`config.mk`:
```
export PLATFORM = sky130hd
export DESIGN_NAME = psg_bus_decoder
export DESIGN_NICKNAME = d
export VERILOG_FILES = /design/src/rtl/psg_bus_decoder.sv
export SDC_FILE = /design/constraint.sdc
export NUM_CORES = 1
export LEC_CHECK = 0
export BUFFER_PORTS_ARGS = -buffer_cell sky130_fd_sc_hd__buf_2
export CAP_MARGIN = 20
export CELL_PAD_IN_SITES_DETAIL_PLACEMENT = 1
export CELL_PAD_IN_SITES_GLOBAL_PLACEMENT = 1
export CORE_MARGIN = 3
export CORE_UTILIZATION = 38
export CTS_CLUSTER_SIZE = 8
export DETAILED_ROUTE_END_ITERATION = 6
export PLACE_DENSITY_LB_ADDON = 0.12
export SETUP_SLACK_MARGIN = 0.5
export SLEW_MARGIN = 20
export SYNTH_ARGS = -nofsm -noshare
export SYNTH_HDL_FRONTEND = slang
export SYNTH_SLANG_ARGS = --single-unit
export TNS_END_PERCENT = 100
```
`constraint.sdc`:
```
create_clock -name clk -period 1.84 [get_ports clk]
set_input_delay 0.276 -clock clk [delete_from_list [all_inputs] [get_ports clk]]
set_output_delay 0.276 -clock clk [all_outputs]
set_load 0.1 [all_outputs]
```
`src/rtl/psg_bus_decoder.sv`:
```
// SN76489 host write port: synchronizes the async write strobe, decodes the
// latch/data byte protocol into the register file and drives READY.
module psg_bus_decoder #(
    parameter int unsigned READY_CYCLES    = 32,
    parameter bit          RESTART_ON_DATA = 1'b1
) (
    input  logic       clk,
    input  logic       rst_n,
    input  logic       we_n,
    input  logic [7:0] data,
    output logic       ready,
    output logic [9:0] tone0_freq,
    output logic [9:0] tone1_freq,
    output logic [9:0] tone2_freq,
    output logic [3:0] attn0,
    output logic [3:0] attn1,
    output logic [3:0] attn2,
    output logic [3:0] attn3,
    output logic [2:0] noise_control,
    output logic       restart_noise
);

    localparam int unsigned CW = (READY_CYCLES > 1) ? $clog2(READY_CYCLES) : 1;
    localparam logic [CW-1:0] CNT_LOAD = CW'(READY_CYCLES - 1);
    localparam logic [1:0] NOISE_CH = 2'd3;

    typedef enum logic {
        IDLE,
        BUSY
    } state_t;

    logic       s1, s2, s3;
    logic [2:0] sync_valid;
    logic       strobe;

    logic [1:0] latch_chan;
    logic       latch_attn;
    logic [9:0] freq [3];
    logic [3:0] attn [4];

    logic [1:0] tgt_chan;
    logic       tgt_attn;
    logic       wr_tone_lo;
    logic       wr_tone_hi;
    logic       wr_attn;
    logic       wr_noise;

    state_t        state;
    logic [CW-1:0] count;

    // sync_valid marks which stages hold real we_n samples since reset; a
    // strobe needs a genuine high in s3, so a we_n held low across reset
    // release must go high and fall again before it is accepted.
    always_ff @(posedge clk) begin
        if (!rst_n) begin
            s1         <= 1'b1;
            s2         <= 1'b1;
            s3         <= 1'b1;
            sync_valid <= '0;
        end else begin
            s1         <= we_n;
            s2         <= s1;
            s3         <= s2;
            sync_valid <= {sync_valid[1:0], 1'b1};
        end
    end

    assign strobe = sync_valid[2] & s3 & ~s2;

    always_comb begin
        tgt_chan   = data[7] ? data[6:5] : latch_chan;
        tgt_attn   = data[7] ? data[4]   : latch_attn;
        wr_attn    = strobe & tgt_attn;
        wr_noise   = strobe & ~tgt_attn & (tgt_chan == NOISE_CH)
                     & (data[7] | RESTART_ON_DATA);
        wr_tone_lo = strobe & ~tgt_attn & (tgt_chan != NOISE_CH) & data[7];
        wr_tone_hi = strobe & ~tgt_attn & (tgt_chan != NOISE_CH) & ~data[7];
    end

    always_ff @(posedge clk) begin
        if (!rst_n) begin
            latch_chan    <= '0;
            latch_attn    <= 1'b0;
            noise_control <= '0;
            restart_noise <= 1'b0;
            for (int unsigned i = 0; i < 3; i++) freq[i] <= '0;
            for (int unsigned i = 0; i < 4; i++) attn[i] <= '1;
        end else begin
            restart_noise <= 1'b0;
            if (strobe && data[7]) begin
                latch_chan <= data[6:5];
                latch_attn <= data[4];
            end
            for (int unsigned i = 0; i < 3; i++) begin
                if (wr_tone_lo && tgt_chan == 2'(i)) freq[i][3:0] <= data[3:0];
                if (wr_tone_hi && tgt_chan == 2'(i)) freq[i][9:4] <= data[5:0];
            end
            for (int unsigned i = 0; i < 4; i++) begin
                if (wr_attn && tgt_chan == 2'(i)) attn[i] <= data[3:0];
            end
            if (wr_noise) begin
                noise_control <= data[2:0];
                restart_noise <= 1'b1;
            end
        end
    end

    always_ff @(posedge clk) begin
        if (!rst_n) begin
            state <= IDLE;
            count <= '0;
            ready <= 1'b1;
        end else if (strobe) begin
            state <= BUSY;
            count <= CNT_LOAD;
            ready <= 1'b0;
        end else begin
            case (state)
                IDLE: ready <= 1'b1;
                BUSY: begin
                    if (count == '0) begin
                        state <= IDLE;
                        ready <= 1'b1;
                    end else begin
                        count <= count - 1'b1;
                    end
                end
                default: begin
                    state <= IDLE;
                    ready <= 1'b1;
                end
            endcase
        end
    end

    assign tone0_freq = freq[0];
    assign tone1_freq = freq[1];
    assign tone2_freq = freq[2];
    assign attn0      = attn[0];
    assign attn1      = attn[1];
    assign attn2      = attn[2];
    assign attn3      = attn[3];

endmodule
```
==> results.txt, run 1 <==
- The tool flagged a number of max-cap violations equal to 0.
- Setup repair after global routing could not meet its margin everywhere.
* Syn Std Cell Area: around 2600 um^2
- Worst path setup slack after routing: about 0.4 ns
- Clock-pin slew was measured on the worst setup and hold paths at around 0.070 ns.
* # clock sinks: 66
* Worst slack, placed: 0.141 ns
* Final setup fails: 0
- PortBufs: 61
- Estimated wirelength of the detail-placed design: roughly 4.3 mm
- Summing the sequential cell areas from Yosys gives 68.0% of the chip area.
* Async set-reset flop share out of synthesis: 0%
- The die is 89.0 um wide.
- Global-route total usage across every layer: between 10% and 20%
- Critical-path maximum fanout: 8
* CORE AREA: roughly 6500 um^2
* WP data required: between 2 and 2.5 ns
- Number of search-and-repair iterations in the first detailed-routing pass: 4
- Detailed-route wire length on metal 1: roughly 2.8 mm
* Number of buffers created by CTS: 9
* NumNets Final: slightly below 300
- In the layout the commonest cells are sky130_fd_sc_hd__buf_4 (70), sky130_fd_sc_hd__edfxtp_1 (46), sky130_fd_sc_hd__nand2_1 (21).
- Number of different library cells in the post-synthesis netlist: 39
- In this run, synthesis produced a sequential element count of between 60 and 70.
- Number of inserted diodes: 0
- I/O pin count: 62
* Vias: about 1900
* IR drop worst, VDD: between 0.4 and 0.5 mV
- For the pin with the worst max-slew slack, the measured transition is about 0.51 ns.
* P_leak: 1.45 nW
- Area Overhead vs Synth: 47.4%
- The worst setup path is launched from a register.
- Counting every instance in the synthesized netlist gives 196.
- For this configuration, the core starts out at a cell density of 40.3%.
- Count of flip-flops with a built-in enable after synthesis: 46
- A synthesized cell averages about 13 um^2.
- The number of global-route vias before repair was between 1500 and 2000.
- Total power density per cell area: about 850 nW/um^2
- The path class of the tightest hold or removal check is in2reg.
- The cell sitting at the root of the clock tree is a sky130_fd_sc_hd__clkbuf_8.
- The worst pin sits at a relative slew slack of 65.7%.
* Category of the most critical setup path: reg2reg
- Ratio of final minimum period to clock period: between 70% and 80%
- The run finished with clean final reports.
- Summed over all nets, wire length on met2 after detailed routing comes to between 3 and 4 mm.
- The detailed router finished its first iteration with 66 violations.
* Final worst clock skew: about 0.0047 ns
- The post-route netlist has a little under three fifths of its cells at a drive strength greater than 1.
- Maximum number of pins on one net before global-route repair: 20
* Wire length of the first global-routing pass: ~9.9 mm
* Sort of element at the end of the critical path: register
* Skew-Pair Late Insertion Delay: 0.33 ns
* Count of unresolved DRC violations after routing: 0
* Htree depth: 3
- Most frequent standard cell in the layout excluding fill and tap cells: sky130_fd_sc_hd__buf_4
- Number of antenna violations at the first check in global routing: 0
- Final number of max-transition violations: 0
* Leftover overflow at the end of global routing: 0
- Warning count from the yosys run: 0
* Arrival time worst endpoint: 1.67 ns
- WL/cell: 17.4 um
- Antenna violation net count after detailed routing: 0
- Dividing the detail-routed via count by the number of cells gives about 5.
- Net Count, Synth: 208
- The floorplan step defined a die boundary enclosing slightly below 8000 um^2.
* Total negative slack: 0 ns
- RePlAce Congestion: 0.774
- After detailed routing, the total wire length is ~6.4 mm.
- TritonCTS built the clock tree.
* Final Hold Fails: 0
- Period minus WS final: around 1.4 ns
- DR WL met3: around 290 um
- Counting along the longest clock path gives a buffer depth of 2.
- Among all flip-flop cells after synthesis, the most frequent one is sky130_fd_sc_hd__edfxtp_1.
- Highest clock rate: about 0.7 GHz
- Standard-cell rows: 29
- The die is approximately 89 um tall.
* Top Layer Used: met4
-- per-stage QoR --
stage          cells  cell area (um^2)  util, %  hold WS (ns)  power [mW]
2_1_floorplan    196              2710        -         0.304        1.92
3_3_place_gp     336              3120     48.0         0.391        1.99
3_5_place_dp     336              3120     48.0         0.402        1.99
4_1_cts          361              3670     56.5         0.115        3.29
5_1_grt          367              3860     59.4         0.138        3.40
6_report         367              3860     59.4         0.125        3.28
-- synthesized netlist by cell type, drive strengths merged, types with 3 or more instances --
master | count | share of area, %
or3b | 3 | 1.0
a21oi | 8 | 1.5
inv | 9 | 1.3
edfxtp | 46 | 53
buf | 8 | 2.7
o21ai | 7 | 1.3
nand3 | 5 | 1.3
nand2b | 3 | 0.72
a21o | 5 | 1.4
a211oi | 4 | 2.0
nor4 | 4 | 1.9
nand2 | 31 | 4.4
nor3 | 15 | 3.2
nand3b | 4 | 1.1
dfxtp | 20 | 15
mux2i | 4 | 2.0
-- what timing repair did --
action,CTS,global route
resized for setup,77,34
buffers inserted,10,6
pin swaps,16,28
gates cloned,0,0
hold buffers,0,0
setup endpoints to repair,142,99
-- cell families (layout without fill, tap and decap cells) --
kind of cell	count (synthesis)	after routing	synth area share (%)
buffers and inverters	20	114	4.40
AO/OA/AOI/OAI	26	26	6.88
adder cells (fa/ha/maj)	1	1	0.478
AND/OR/NAND/NOR	78	78	17.8
flip-flops	66	66	68.0
multiplexers	5	5	2.44
-- per-layer routing --
| metal | global-route usage, % | vias up |
|---|---|---|
| li1 | - | 891 |
| met3 | 3.87 | 9 |
| met4 | 6.90 | 0 |
| met5 | 0 | - |
| met1 | 22.3 | 934 |
| met2 | 27.4 | 48 |
-- registers in the layout, indices dropped and copies added, names as in the netlist --
name and flops:
freq 30, attn 16, count 5, noise_control 3, sync_valid 3, latch_chan 2
latch_attn 1, ready 1, restart_noise 1, s1 1, s2 1, s3 1
state 1
-- power by group --
| group | leakage [nW] | total, mW | switching, mW | internal (mW) |
|---|---|---|---|---|
| Combinational | 0.741 | 0.399 | 0.304 | 0.0945 |
| Sequential | 0.606 | 1.62 | 0.0112 | 1.61 |
| Clock | 0.0985 | 1.26 | 0.511 | 0.748 |
| Total | 1.45 | 3.28 | 0.826 | 2.45 |
-- worst max-delay path: stages, from the launching register on --
cell                       delay (ns)
sky130_fd_sc_hd__dfxtp_2         0.32
sky130_fd_sc_hd__inv_2           0.06
sky130_fd_sc_hd__ha_4            0.12
sky130_fd_sc_hd__or4b_4          0.54
sky130_fd_sc_hd__a211oi_2        0.23
sky130_fd_sc_hd__nor3_2          0.06
-- layout make-up --
type | count | area, um^2
clock buffers | 11 | 131
clock inverters | 4 | 67.6
fillers | 640 | 2630
inverters | 10 | 37.5
multi-input cells | 110 | 1040
flip-flops and latches | 66 | 1800
well taps | 77 | 96.3
repair buffers | 89 | 693
-- worst paths after layout --
path / slack, ns / end / startpoint / cells past startpoint
worst max-delay path: 0.39 / count[0]$_SDFFE_PN0P_ / count[1]$_SDFFE_PN0P_ / 5
worst min-delay path: 0.13 / s1$_SDFF_PN1_ / we_n / 2
worst max register to register: 0.39 / count[0]$_SDFFE_PN0P_ / count[1]$_SDFFE_PN0P_ / 5
worst min register to register: 0.41 / s2$_SDFF_PN1_ / s1$_SDFF_PN1_ / 1
Power figures use the tool's default switching activity.
==> run 2, diff against run 1 <==
--- a/config.mk
+++ b/config.mk
@@ -10,7 +10,7 @@
 export CELL_PAD_IN_SITES_DETAIL_PLACEMENT = 1
 export CELL_PAD_IN_SITES_GLOBAL_PLACEMENT = 1
 export CORE_MARGIN = 3
-export CORE_UTILIZATION = 38
+export CORE_UTILIZATION = 42
 export CTS_CLUSTER_SIZE = 8
 export DETAILED_ROUTE_END_ITERATION = 6
 export PLACE_DENSITY_LB_ADDON = 0.12
==> constraint.sdc (replaced) <==
create_clock -name clk -period 1.5 [get_ports clk]
set_input_delay 0.225 -clock clk [delete_from_list [all_inputs] [get_ports clk]]
set_output_delay 0.225 -clock clk [all_outputs]
set_load 0.1 [all_outputs]
==> results.txt, run 2 <==
- Status: stopped before the end
* Stopped at: global routing (5_1_grt)
* First error: [ERROR DPL-0033] detailed placement checks failed during check placement.
- The number of different library cells used by synthesis comes to 39.
* Estimated wirelength of the detail-placed design: 4.66 mm
- sky130_fd_sc_hd__edfxtp_1 is the most common cell in the netlist.
- CTS built an H-tree with a depth of 3.
- The congestion estimate from routability-driven global placement came to ~0.77.
- Synthesized area per cell: roughly 13 um^2
* Flip-flop and latch count after synthesis: 66
- Entering global routing, the biggest net connects 13 pins.
- The tree is rooted in a sky130_fd_sc_hd__clkbuf_8.
- Worst slack, placed: -0.0715 ns
- Fraction of post-synthesis cell area in the top cell type by area: 52.7%
* Clk buf depth: 2
- Syn Std Cell Area: around 2600 um^2
- Counting the buffers created by CTS gives 9.
* Width of the die: 85.0 um
- After the last repair the worst path ends at a register input.
- In this run the cell area measured after placement is 3360 um^2.
- The initialized floorplan defines 28 standard-cell rows.
- Top FF cell, synth: sky130_fd_sc_hd__edfxtp_1
- For this run, asynchronously set or reset flops after synthesis account for 0%.
- Sequential element share of the synthesized area: 68.0%
* PortBufs: roughly 60
- Total instance count after detailed placement: 347
* Synth Instances: roughly 200
- During synthesis, Yosys emitted a total of 0 warnings.
* Die extent in y: approximately 85 um
- In this run, post-CTS hold repair placed 0 buffers.
- Most common library cells after synthesis: sky130_fd_sc_hd__edfxtp_1 (46), sky130_fd_sc_hd__nand2_1 (31), sky130_fd_sc_hd__dfxtp_1 (20)
- I/O pin count: 62
- Main area contributors after synthesis: sky130_fd_sc_hd__edfxtp_1 (53%), sky130_fd_sc_hd__dfxtp_1 (15%), sky130_fd_sc_hd__nand2_1 (4.4%)
- The initial antenna violation count was 0.
- Worst endpoint, post-GRT repair: count[3]$_SDFFE_PN0P_/D
- Synthesis produced a netlist with a net count of around 210.
- Starting Density: a little over two fifths
- # clock sinks: between 60 and 70
- Count of flip-flops with a built-in enable after synthesis: 46
* Biggest area consumer among synthesized cells: sky130_fd_sc_hd__edfxtp_1
run 2: kinds of logic after synthesis:
| kind of cell | share of synthesized area, % |
|---|---|
| fa+ha+maj | 0.478 |
| mux | 2.44 |
| flops | 68.0 |
| compound gates | 6.88 |
| simple gates | 17.8 |
| buf+inv | 4.40 |
run 2: repair_timing:
item,in CTS
pin swaps,35
buffers inserted,11
resized for setup,155
setup endpoints to repair,156
run 2: through the flow:
stage	hold WS, ns	TNS (ns)
after floorplan	0.253	0
after global placement	0.393	-0.0979
after detailed placement	0.401	-1.20
after CTS	0.0644	0
==> run 3, diff against run 2 <==
==> config.mk (replaced) <==
export PLATFORM = sky130hd
export DESIGN_NAME = psg_bus_decoder
export DESIGN_NICKNAME = d
export VERILOG_FILES = /design/src/rtl/psg_bus_decoder.sv
export SDC_FILE = /design/constraint.sdc
export NUM_CORES = 1
export LEC_CHECK = 0
export BUFFER_PORTS_ARGS = -buffer_cell sky130_fd_sc_hd__buf_2
export CAP_MARGIN = 20
export CORE_MARGIN = 3
export CORE_UTILIZATION = 40
export DETAILED_ROUTE_END_ITERATION = 6
export PLACE_DENSITY_LB_ADDON = 0.15
export SLEW_MARGIN = 20
export SYNTH_ARGS = -nofsm -noshare
export SYNTH_HDL_FRONTEND = slang
export SYNTH_SLANG_ARGS = --single-unit
export TNS_END_PERCENT = 100
==> results.txt, run 3 (synthesis results as in run 1) <==
- After the flow finishes, the layout carries non-filler instances totaling 377.
* Total negative slack: 0 ns
- Combinational logic is responsible for a little over a tenth of the overall power.
- Critical path's largest stage delay: 0.53 ns
- The initial antenna violation count came to 0.
* Wire length of the first global-routing pass: approximately 9 mm
- Max Cap Violations: 0
- The die is roughly 87 um tall.
- Summed over all nets, the switching power comes to between 1 and 1.5 mW.
* DRT Wirelength: 5.69 mm
- Setup violations remaining at the end of the flow were counted as 0.
- Slowest cell on the critical path: sky130_fd_sc_hd__or4b_4
- Endpoint of the worst register-to-register path: count[0]$_SDFFE_PN0P_
* Commonest cells after routing, fill and taps aside: sky130_fd_sc_hd__buf_2 (61), sky130_fd_sc_hd__edfxtp_1 (46), sky130_fd_sc_hd__buf_4 (35)
- For this run the aggregate overflow at the end of global routing stands at 0.
* Stages on worst setup path: 5
* RePlAce Congestion: between 0.8 and 0.9
- VDD sags by at most between 0.8 and 0.9 mV.
- Number of cells on the worst reg-to-reg path: 5
* NumNets Final: a little over 300
* Highest clock rate: 0.673 GHz
* Share of final-layout standard cells stronger than drive strength 1: ~50%
* Actual slew at the worst max-slew pin: 0.492 ns
* Final worst clock skew: 0.00714 ns
* Antenna violation net count after detailed routing: 0
* Critical path's top delay family: simple AND/OR/NAND/NOR gates
- The setup check on the worst reg-to-reg path leaves a slack of roughly 0.015 ns.
- Net switching fraction of the power: a little under a quarter
- After detailed routing, the number of vias per cell comes to just under 5.
- The count of buffers added on input and output ports is 61.
- The register with the most flip-flops in the layout has 30 of them.
- Final Hold Fails: 0
* HP Class: in2reg
- Compared with the post-synthesis result, the final layout area differs by 36.8%.
* Estimated wirelength of the detail-placed design: between 3 and 4 mm
- After clock tree synthesis, the setup repair step added 0 buffers.
- Iteration-0 DRC Markers: around 100
- Global routing consumed, over all layers together, 16.0% of the routing resources.
- The number of global-route vias before repair is around 1800.
- The die is 86.9 um wide.
- Leaving out fill and tap cells, the most frequent cell in the layout is sky130_fd_sc_hd__buf_2.
- Buffers inserted during clock tree synthesis total 9.
* WL/cell: approximately 15 um
* Period minus WS final: approximately 1.5 ns
* CTS Root Buffer Type: sky130_fd_sc_hd__clkbuf_8
* Unrepaired setup endpoints after global routing: true
- Dividing total power by cell area gives a power density of roughly 1200 nW/um^2.
- WP data required: 1.77 ns
* Worst setup SP type: register
- In this run, flip-flops and latches consume 47.6% of the power.
- Measured on the finished design, the core utilization comes to between 50% and 60%.
* Number of search-and-repair iterations in the first detailed-routing pass: 4
* Arrival time worst endpoint: between 1.5 and 2 ns
- Skew-Pair Late Insertion Delay: 0.34 ns
* Clock transition time at the flip-flop clock pins of the worst setup and hold paths: around 0.07 ns
- In this run the worst path has a maximum fanout of 8.
* Internal power: between 3 and 4 mW
- Total instance count after detailed placement: roughly 360
- # clock sinks: 66
* Clk buf depth: 2
- Count of hold-fix buffers inserted at cts: 0
* Worst hold path cell count: 2
- Hold is met by 0.0611 ns.
- The H-tree was split into 3 levels.
- The region available for standard cell placement spans about 6000 um^2.
* Total die area: ~7600 um^2
- Measured against its own limit, the worst slew margin works out to 67.4%.
* Worst-path cell chain: inv_2, ha_4, or4b_4, and4_4, nor3_2
- TritonCTS clock tree: done
- I/O pin count: 62
* Worst Hold Path EP: s1$_SDFF_PN1_
* Count of unresolved DRC violations after routing: 0
- Largest reg by FF count: freq
* Ratio of final minimum period to clock period: ~100%
- The number of buffers and inverters on the critical path is 1.
- In this run the critical register-to-register path is launched from count[1]$_SDFFE_PN0P_.
* Final number of max-transition violations: 0
* Starting Density: 42.7%
* Biggest regs: freq x30, attn x16, count x5
- Vias: roughly 1900
- Number of inserted diodes: 0
- Entering global routing, the biggest net connects 16 pins.
- Of the total power, the clock network draws approximately two fifths.
* Sort of element at the end of the critical path: register
- Standard-cell rows: 28
- P_leak: 1.41 nW
- Hold Path Origin: we_n
- By startpoint and endpoint, the worst setup path is classified as reg2reg.
* Status: finished clean
[run 3: final cells by class]
class / count / area [um^2]
multi-input cells: 110 / 817
clock buffers: 11 / 131
well taps: 75 / 93.8
flip-flops and latches: 66 / 1790
inverters: 10 / 37.5
repair buffers: 100 / 613
fillers: 498 / 2550
clock inverters: 5 / 103
[run 3: timing repair]
| action | CTS | global route |
|---|---|---|
| endpoints found under the setup margin | 23 | 81 |
| pin swaps | 1 | 13 |
| gates resized for setup | 5 | 23 |
[run 3: layer usage]
| layer | track usage, % | up-vias | routed length (um) |
|---|---|---|---|
| met2 | 24.9 | 50 | 2770 |
| li1 | - | 914 | - |
| met4 | 5.95 | 0 | 75 |
| met3 | 5.96 | 9 | 347 |
| met5 | 0 | - | 0 |
| met1 | 20.4 | 892 | 2490 |
[run 3: per-stage QoR]
stage	cell area [um^2]	setup slack [ns]	total power, mW
floorplan	2630	-0.130	2.35
global placement	3240	-0.0264	2.46
detailed placement	3240	-0.0616	2.46
CTS	3500	-0.0328	4.21
global route	3580	-0.0406	4.35
finish	3580	0.0147	4.18
[run 3: power groups by stage]
stage                     Combinational, mW  Sequential, mW  Clock, mW
after detailed placement              0.432            2.03          0
after global routing                  0.468            1.99       1.89
after floorplan                      0.0991            2.25          0
after CTS                             0.438            1.99       1.78
final                                 0.447            1.99       1.74
after global placement                0.430            2.03          0
[run 3: worst max-delay path by stage]
| stage | startpoint | to | slack (ns) |
|---|---|---|---|
| 2_1_floorplan | latch_chan[1]$_SDFFE_PN0P_ | freq[2][4]$_DFFE_PP_ | -0.13 |
| 3_3_place_gp | data[7] | freq[1][3]$_DFFE_PP_ | -0.03 |
| 3_5_place_dp | data[7] | freq[1][2]$_DFFE_PP_ | -0.06 |
| 4_1_cts | s2$_SDFF_PN1_ | freq[0][5]$_DFFE_PP_ | -0.03 |
| 5_1_grt | count[1]$_SDFFE_PN0P_ | count[0]$_SDFFE_PN0P_ | -0.04 |
| 6_report | count[1]$_SDFFE_PN0P_ | count[0]$_SDFFE_PN0P_ | 0.01 |
